### src/rtl/rv32i_types.sv
// Shared fetch-path types: decode pipeline register layout, fetch FSM states,
// reset PC and the canonical NOP encoding.
package rv32i_types;

  localparam logic [31:0] PC_RESET = 32'h1eceb000;
  localparam logic [31:0] NOP_INST = 32'h00000013;

  typedef enum logic [1:0] {
    IDLE,
    REQ,
    HOLD,
    DISCARD
  } fetch_state_t;

  typedef struct packed {
    logic [31:0] pc;
    logic        valid;
    logic [63:0] order;
  } if_id_stage_reg_t;

  function automatic logic [31:0] align_pc(input logic [31:0] addr);
    return {addr[31:2], 2'b00};
  endfunction

endpackage

### src/rtl/fetch_stage.sv
// Instruction fetch: one outstanding imem request at a time, a one-entry hold
// buffer for words returned under stall, and redirect handling on flush.
module fetch_stage
  import rv32i_types::*;
(
  input  logic             clk,
  input  logic             rst,
  input  logic             stall_signal,
  input  logic             freeze_stall,
  input  logic             flushing_inst,
  input  logic [31:0]      branch_target,
  output logic [31:0]      imem_addr,
  output logic [3:0]       imem_rmask,
  input  logic             imem_resp,
  input  logic [31:0]      imem_rdata,
  output if_id_stage_reg_t if_id,
  output logic [31:0]      imem_rdata_id
);

  fetch_state_t     state_reg, state_next;
  logic [31:0]      req_pc_reg, req_pc_next;
  logic [31:0]      next_pc_reg, next_pc_next;
  logic [31:0]      hold_word_reg, hold_word_next;
  if_id_stage_reg_t if_id_reg, if_id_next;
  logic [31:0]      rdata_id_reg, rdata_id_next;
  logic [3:0]       rmask_reg, rmask_next;

  logic        stall;
  logic [31:0] target;
  logic        deliver;
  logic [31:0] deliver_word;

  assign stall  = stall_signal | freeze_stall;
  assign target = align_pc(branch_target);

  always_comb begin
    state_next     = state_reg;
    req_pc_next    = req_pc_reg;
    next_pc_next   = next_pc_reg;
    hold_word_next = hold_word_reg;
    deliver        = 1'b0;
    deliver_word   = hold_word_reg;

    unique case (state_reg)
      IDLE: begin
        // Any response seen here belongs to a request killed by reset.
        state_next = REQ;
        if (flushing_inst) req_pc_next = target;
      end
      REQ: begin
        if (flushing_inst) begin
          if (imem_resp) begin
            req_pc_next = target;
          end else begin
            // Address must stay put until the memory answers; park the target.
            next_pc_next = target;
            state_next   = DISCARD;
          end
        end else if (imem_resp) begin
          if (stall) begin
            hold_word_next = imem_rdata;
            state_next     = HOLD;
          end else begin
            deliver      = 1'b1;
            deliver_word = imem_rdata;
            req_pc_next  = req_pc_reg + 32'd4;
          end
        end
      end
      HOLD: begin
        if (flushing_inst) begin
          req_pc_next = target;
          state_next  = REQ;
        end else if (!stall) begin
          deliver      = 1'b1;
          deliver_word = hold_word_reg;
          req_pc_next  = req_pc_reg + 32'd4;
          state_next   = REQ;
        end
      end
      DISCARD: begin
        if (flushing_inst) next_pc_next = target;
        if (imem_resp) begin
          req_pc_next = flushing_inst ? target : next_pc_reg;
          state_next  = REQ;
        end
      end
      default: state_next = IDLE;
    endcase
  end

  always_comb begin
    if_id_next    = if_id_reg;
    rdata_id_next = rdata_id_reg;
    if (flushing_inst) begin
      if_id_next.pc    = 32'h0;
      if_id_next.valid = 1'b0;
      rdata_id_next    = NOP_INST;
    end else if (!stall) begin
      if (deliver) begin
        if_id_next.pc    = req_pc_reg;
        if_id_next.valid = 1'b1;
        if_id_next.order = if_id_reg.order + 64'd1;
        rdata_id_next    = deliver_word;
      end else begin
        if_id_next.pc    = 32'h0;
        if_id_next.valid = 1'b0;
        rdata_id_next    = NOP_INST;
      end
    end
    rmask_next = (state_next == REQ || state_next == DISCARD) ? 4'hF : 4'h0;
  end

  always_ff @(posedge clk) begin
    if (rst) begin
      state_reg     <= IDLE;
      req_pc_reg    <= PC_RESET;
      next_pc_reg   <= PC_RESET;
      hold_word_reg <= NOP_INST;
      if_id_reg     <= '0;
      rdata_id_reg  <= NOP_INST;
      rmask_reg     <= 4'h0;
    end else begin
      state_reg     <= state_next;
      req_pc_reg    <= req_pc_next;
      next_pc_reg   <= next_pc_next;
      hold_word_reg <= hold_word_next;
      if_id_reg     <= if_id_next;
      rdata_id_reg  <= rdata_id_next;
      rmask_reg     <= rmask_next;
    end
  end

  assign imem_addr     = req_pc_reg;
  assign imem_rmask    = rmask_reg;
  assign if_id         = if_id_reg;
  assign imem_rdata_id = rdata_id_reg;

endmodule

### config.mk
export PLATFORM = sky130hd
export DESIGN_NAME = fetch_stage
export DESIGN_NICKNAME = d
export VERILOG_FILES = /design/src/rtl/rv32i_types.sv /design/src/rtl/fetch_stage.sv
export SDC_FILE = /design/constraint.sdc
export NUM_CORES = 1
export LEC_CHECK = 0
export CORE_MARGIN = 2
export CORE_UTILIZATION = 40
export DETAILED_ROUTE_END_ITERATION = 10
export HOLD_SLACK_MARGIN = 0.03
export PLACE_DENSITY = 0.77
export SYNTH_ARGS = -nofsm -noshare
export SYNTH_HDL_FRONTEND = slang
export SYNTH_SLANG_ARGS = --single-unit
### constraint.sdc
create_clock -name clk -period 6.6 [get_ports clk]
set_input_delay 1.32 -clock clk [delete_from_list [all_inputs] [get_ports clk]]
set_output_delay 1.32 -clock clk [all_outputs]
set_load 0.01 [all_outputs]
==> out/results.ini, run 1 <==
[pwr]
powerDensity_nw_per_um2=237.7
vdd.ir_drop.worst_mv=0.1744
power_leakage_nw=4.551

[yosys]
synth_nets=1422
syn_area_sq_um=10500
yosysUniqueCellTypes=68
yosys-top-cells-count=246 x nand2_1, 227 x dfxtp_1, 160 x a21oi_1, 132 x nor2_1, 85 x clkbuf_1
synth_cells=1345
yosysMostFrequentCell=nand2_1
ys_seq_area_frac=0.4328
synth_edf_count=0
ys.flop_type=dfxtp_1
yosysWarnings=0
synth_area_leaders=dfxtp_1 43%, nand2_1 8.8%, a21oi_1 7.6%
syn_area_per_cell_sq_um=7.806
synth.top_cell.area_share=0.4328
yosysTopAreaCell=dfxtp_1
ys_ff_latch=227
ys_async_sr_fraction=0

[timing]
fmax_ghz=0.2389
drv_slew=0
setup_viol=0
fin_crit_sh=0.6342
rsz0062_at_grt=no
hold_viol=0
slew_headroom=0.1604
min_period_ns=4.185
setup_tns_ns=0
worst_slew_pin_slew_ns=1.256
skew_ns=0.02377

[critical_path]
crit_required_ns=7.03
r2r_start=imem_rmask[2]$_SDFF_PP0_
r2r_setup_slack_ns=3.06
cp_max_fo=26
startpoint_type=primary input
r2r-end=if_id[62]$_SDFFE_PP0P_
end_kind=flop
crit_type=in2reg
r2r_cells=7
worstPathArrival_ns=4.62

[die]
die_w_um=166.0
fp.dieH_um=166.0
pin_count=235
initial_core_util=0.4052
coreArea_sq_um=25910
num_rows=59
dieArea_sq_um=27560

[cells_and_area]
finish.net_count=1599
largest_register_ff_count=97
utilization=0.5334
area_growth_pct=31.64
drive_above_1_share=0.05318

[clock_tree]
htreeDepth=1
cts_tree=built
cts_resized=0
clk_pin_slew_worst_paths_ns=0.06
root_buffer=clkbuf_16
clockBufferDepth=3
clock_latency_ns=0.54
post_cts.repair.setup_buffers=0
cts_buffers=27
cts_hold_buffers=0
numClockSinks=227

[worst_hold_path]
holdPathStages=2
holdCritStartpoint=hold_word_reg[13]$_SDFFE_PP0P_
holdPathEnd=hold_word_reg[13]$_SDFFE_PP0P_
min_path_type=reg2reg

[global_route]
grt_pass1_vias=10180
track_usage=0.2278
grt_pass1_wl_um=52790
grt_overflow=0
antenna_found_initial=1
grt_max_degree=94

[routing]
num_vias=10830
viasPerCell=5.765
wire_per_inst_um=17.40
wirelength_um=32690
drc=0
drt_iter0_markers=1091
dr.pass1.iters=5
ant_nets=0

[placed_design]
gp_congestion=0.8331
port_buffers=232
post-dp-hpwl_um=21410

[flow_run]
cap_violations=0

[outcome]
status=complete, no violations

==> metrics by stage <==
stage                     power (W)  instance area (sq um)  hold slack (ns)  setup WS (ns)  std cells
final                      0.003285                  13820           0.4540          2.415       1879
after global placement     0.001885                  12970           0.4420          2.085       1828
after CTS                  0.003309                  13820           0.4548          2.508       1877
after detailed placement   0.001894                  12970           0.4469          2.036       1828
after floorplan            0.001709                  10500           0.4360          3.396       1345
after global routing       0.003410                  13820           0.4710          2.297       1878
==> placed cells by master, fill, tap and decap left out, drive strengths merged, types with 36 or more instances in the layout <==
master           n
o21ai           50
clkbuf          40
a22oi           36
clkdlybuf4s50  231
a21oi          160
nand3           55
nand2          247
dfxtp          227
nor2           132
nand4           41
==> report_power, final <==
part / internal, W / switching, W
Combinational: 0.000167 / 0.000224
Clock: 0.000830 / 0.000585
Sequential: 0.00141 / 0.0000660
==> worst max path at each step <==
stage | depth (start not counted) | slack, ns | to | startpoint
finish | 6 | 2.41 | if_id[62]$_SDFFE_PP0P_ | flushing_inst
global route | 6 | 2.30 | if_id[62]$_SDFFE_PP0P_ | flushing_inst
CTS | 6 | 2.51 | if_id[62]$_SDFFE_PP0P_ | flushing_inst
detailed placement | 6 | 2.04 | if_id[54]$_SDFFE_PP0P_ | flushing_inst
global placement | 6 | 2.09 | imem_addr[10]$_SDFFE_PP0P_ | flushing_inst
floorplan | 5 | 3.40 | if_id[41]$_SDFFE_PP0P_ | flushing_inst
==> logic make-up (layout without fill, tap and decap cells) <==
logic type,Yosys count,in the layout,share of synthesized area
AOI/OAI and AO/OA,337,337,0.1981
muxes,8,8,0.007866
and+or+nand+nor,616,616,0.2803
adders and majority gates,7,7,0.008342
other,0,2,0
xor gates and xnor gates,35,35,0.02920
DFF,227,227,0.4328
buffers and inverters,115,312,0.04338
==> routing by layer <==
metal  global-route usage  routed length (um)
met2               0.3623               14570
met3              0.05315                3019
met5                    0                   0
met1               0.3018               14160
met4              0.08582                 937
==> critical path: stages <==
cell and delay, ns:
clkdlybuf4s50_1 0.87, or4b_4 0.83, nor3_4 0.32, nand4_2 0.42, or4_1 0.65, a21oi_1 0.20
==> layout make-up <==
| cell class | count | area (sq um) |
|---|---|---|
| Sequential cell | 227 | 4544 |
| Tap cell | 335 | 419.2 |
| Multi-Input combinational cell | 1003 | 5519 |
| Antenna cell | 2 | 5.005 |
| Fill cell | 2383 | 12090 |
| Inverter | 18 | 67.56 |
| Clock inverter | 9 | 53.80 |
| Clock buffer | 40 | 794.5 |
| Timing Repair Buffer | 245 | 2417 |
No activity file was read; power rests on OpenSTA's default activity.
==> run 2, diff against run 1 <==
==> constraint.sdc (replaced) <==
create_clock -name clk -period 4.19 [get_ports clk]
set_input_delay 0.838 -clock clk [delete_from_list [all_inputs] [get_ports clk]]
set_output_delay 0.838 -clock clk [all_outputs]
set_load 0.01 [all_outputs]
==> run 2 against run 1 <==
Against the previous run:
- worst hold slack better by 0.00097 ns
- sequential share of layout area down 0.27 points
- non-clock buffer count up 13
==> out/results.ini, run 2 (synthesis gave the netlist of run 1 again) <==
[placed_design]
port_buffers=232  ; unchanged
dpl_cell_area_sq_um=13070  ; +0.75%
post-dp-hpwl_um=21610  ; +0.95%
gp_congestion=0.8099  ; -2.8%

[worst_hold_path]
min_path_type=reg2reg

[routing]
wirelength_um=32610  ; -0.26%
dr.pass1.iters=5  ; unchanged
wl_met1_um=14130  ; -0.25%
viasPerCell=5.725  ; -0.69%
drt_iter0_markers=1009  ; -7.5%
wire_per_inst_um=17.28  ; -0.69%
top_layer=met4
ant_nets=0  ; unchanged
num_vias=10800  ; -0.27%
route.met3.wl_um=2725  ; -9.7%
met2_length_um=14860  ; +1.9%
drc=0  ; unchanged

[timing]
drv_slew=0  ; unchanged
hold_viol=0  ; unchanged
setup_tns_ns=0  ; unchanged
fin_crit_sh=0.8153
fmax_ghz=0.2927
setup_viol=0  ; unchanged
skew_ns=0.009073  ; -0.01470 ns
worst_slew_pin_slew_ns=0.9268  ; -0.3295 ns
hold_slack_ns=0.4550  ; +0.0009740 ns
min_period_ns=3.416
rsz0062_at_grt=no
slew_headroom=0.3821  ; +0.2217

[global_route]
grt_max_degree=81  ; -14%
track_usage=0.2280  ; about the same
grt_overflow=0  ; unchanged
grt_pass1_vias=10180  ; -0.029%
grt_pass1_wl_um=52950  ; +0.31%
antenna_found_initial=0  ; -1

[clock_tree]
root_buffer=clkbuf_16
cts_resized=0  ; unchanged
post_cts.repair.setup_buffers=0  ; unchanged
cts_tree=built
clockBufferDepth=3  ; unchanged
htreeDepth=1  ; unchanged
cts_buffers=26  ; -3.7%
clk_pin_slew_worst_paths_ns=0.06  ; about the same
clock_latency_ns=0.53  ; about the same
numClockSinks=227  ; unchanged
cts_hold_buffers=0  ; unchanged

[critical_path]
end_kind=flop
worstSetupStartpoint=imem_rmask[2]$_SDFF_PP0_
r2r_setup_slack_ns=0.77  ; -2.29 ns
startpoint_type=flop
worstPathArrival_ns=3.86  ; -0.76 ns
crit_required_ns=4.63  ; -2.40 ns
crit_type=reg2reg
endpoint=if_id[58]$_SDFFE_PP0P_
r2r_cells=7  ; unchanged
cp_max_fo=18  ; -31%
r2r-end=if_id[58]$_SDFFE_PP0P_
r2r_start=imem_rmask[2]$_SDFF_PP0_

[cells_and_area]
finish.net_count=1611  ; +0.75%
final_area_sq_um=13940  ; +0.84%
area_growth_pct=32.75
drive_above_1_share=0.06061  ; +0.007428
multi_input_area_sq_um=5519  ; unchanged
mostFrequentLayoutCell=nand2_1
largest_register_ff_count=97  ; unchanged
final_cell_mix=246 x nand2_1, 231 x clkdlybuf4s50_1, 227 x dfxtp_1
nFillCells=2364  ; -0.80%
regArea_sq_um=4544  ; unchanged

[die]
coreArea_sq_um=25910  ; unchanged
num_rows=59  ; unchanged
fp.dieH_um=166.0  ; unchanged
initial_core_util=0.4052  ; unchanged
die_w_um=166.0  ; unchanged
dieArea_sq_um=27560  ; unchanged
pin_count=235  ; unchanged

[pwr]
power_w=0.005258  ; +60%
vdd.ir_drop.worst_mv=0.2438  ; +40%
power_leakage_nw=4.622  ; +1.6%
powerDensity_nw_per_um2=377.3  ; +59%

[flow_run]
cap_violations=0  ; unchanged

[outcome]
status=complete, no violations

## run 2: cell types whose count changed in the layout (fill, tap and decap cells not counted)
cell | before | now
clkbuf_8 | 7 | 6
bufinv_16 | 0 | 2
clkinv_2 | 6 | 5
inv_6 | 1 | 0
diode_2 | 2 | 1
clkbuf_1 | 6 | 3
buf_4 | 14 | 27
## run 2: metal layers
metal	track usage	vias to the layer above
met4	0.08166	0
met3	0.05005	67
li1	-	5182
met1	0.2974	5110
met5	0	-
met2	0.3724	445
## run 2: worst min-delay path by stage
stage,from,slack (ns),cells after the start,end
after floorplan,next_pc_reg[24]$_SDFFE_PP0P_,0.44,2,next_pc_reg[24]$_SDFFE_PP0P_
after global placement,hold_word_reg[25]$_SDFFE_PP0P_,0.44,2,hold_word_reg[25]$_SDFFE_PP0P_
after detailed placement,hold_word_reg[11]$_SDFFE_PP0P_,0.45,2,hold_word_reg[11]$_SDFFE_PP0P_
after CTS,next_pc_reg[5]$_SDFFE_PP0P_,0.46,2,next_pc_reg[5]$_SDFFE_PP0P_
after global routing,next_pc_reg[3]$_SDFFE_PP0P_,0.47,2,next_pc_reg[3]$_SDFFE_PP0P_
final,hold_word_reg[24]$_SDFFE_PP0P_,0.46,2,hold_word_reg[24]$_SDFFE_PP0P_
## run 2: critical path, stage by stage, from the launching register on
cell	delay [ns]
dfxtp_1	0.52
inv_1	0.14
ha_1	0.54
or4b_4	0.62
nor3_4	0.32
nand4_2	0.39
or4_1	0.62
a21oi_1	0.17
## run 2: stage by stage
stage / util / std cells / setup slack (ns)
finish: 0.5379 / 1887 / 0.7739
global placement: 0.5042 / 1841 / 0.6903
global route: 0.5378 / 1886 / 0.5126
CTS: 0.5378 / 1886 / 0.7381
detailed placement: 0.5042 / 1841 / 0.6356
floorplan: - / 1345 / 1.468
## run 2: area by class of cell
class	instances	share of cell area
multi-input cells	1003	0.3960
flip-flops and latches	227	0.3261
repair buffers	258	0.1804
clock buffers	36	0.05521
well taps	335	0.03007
clock inverters	9	0.007182
inverters	18	0.004848
diodes	1	0.0001795
## run 2: power by group
group	internal (W)	switching (W)
registers	0.00223	0.000106
clock network	0.00139	0.000905
logic	0.000269	0.000356
total	0.00389	0.00137
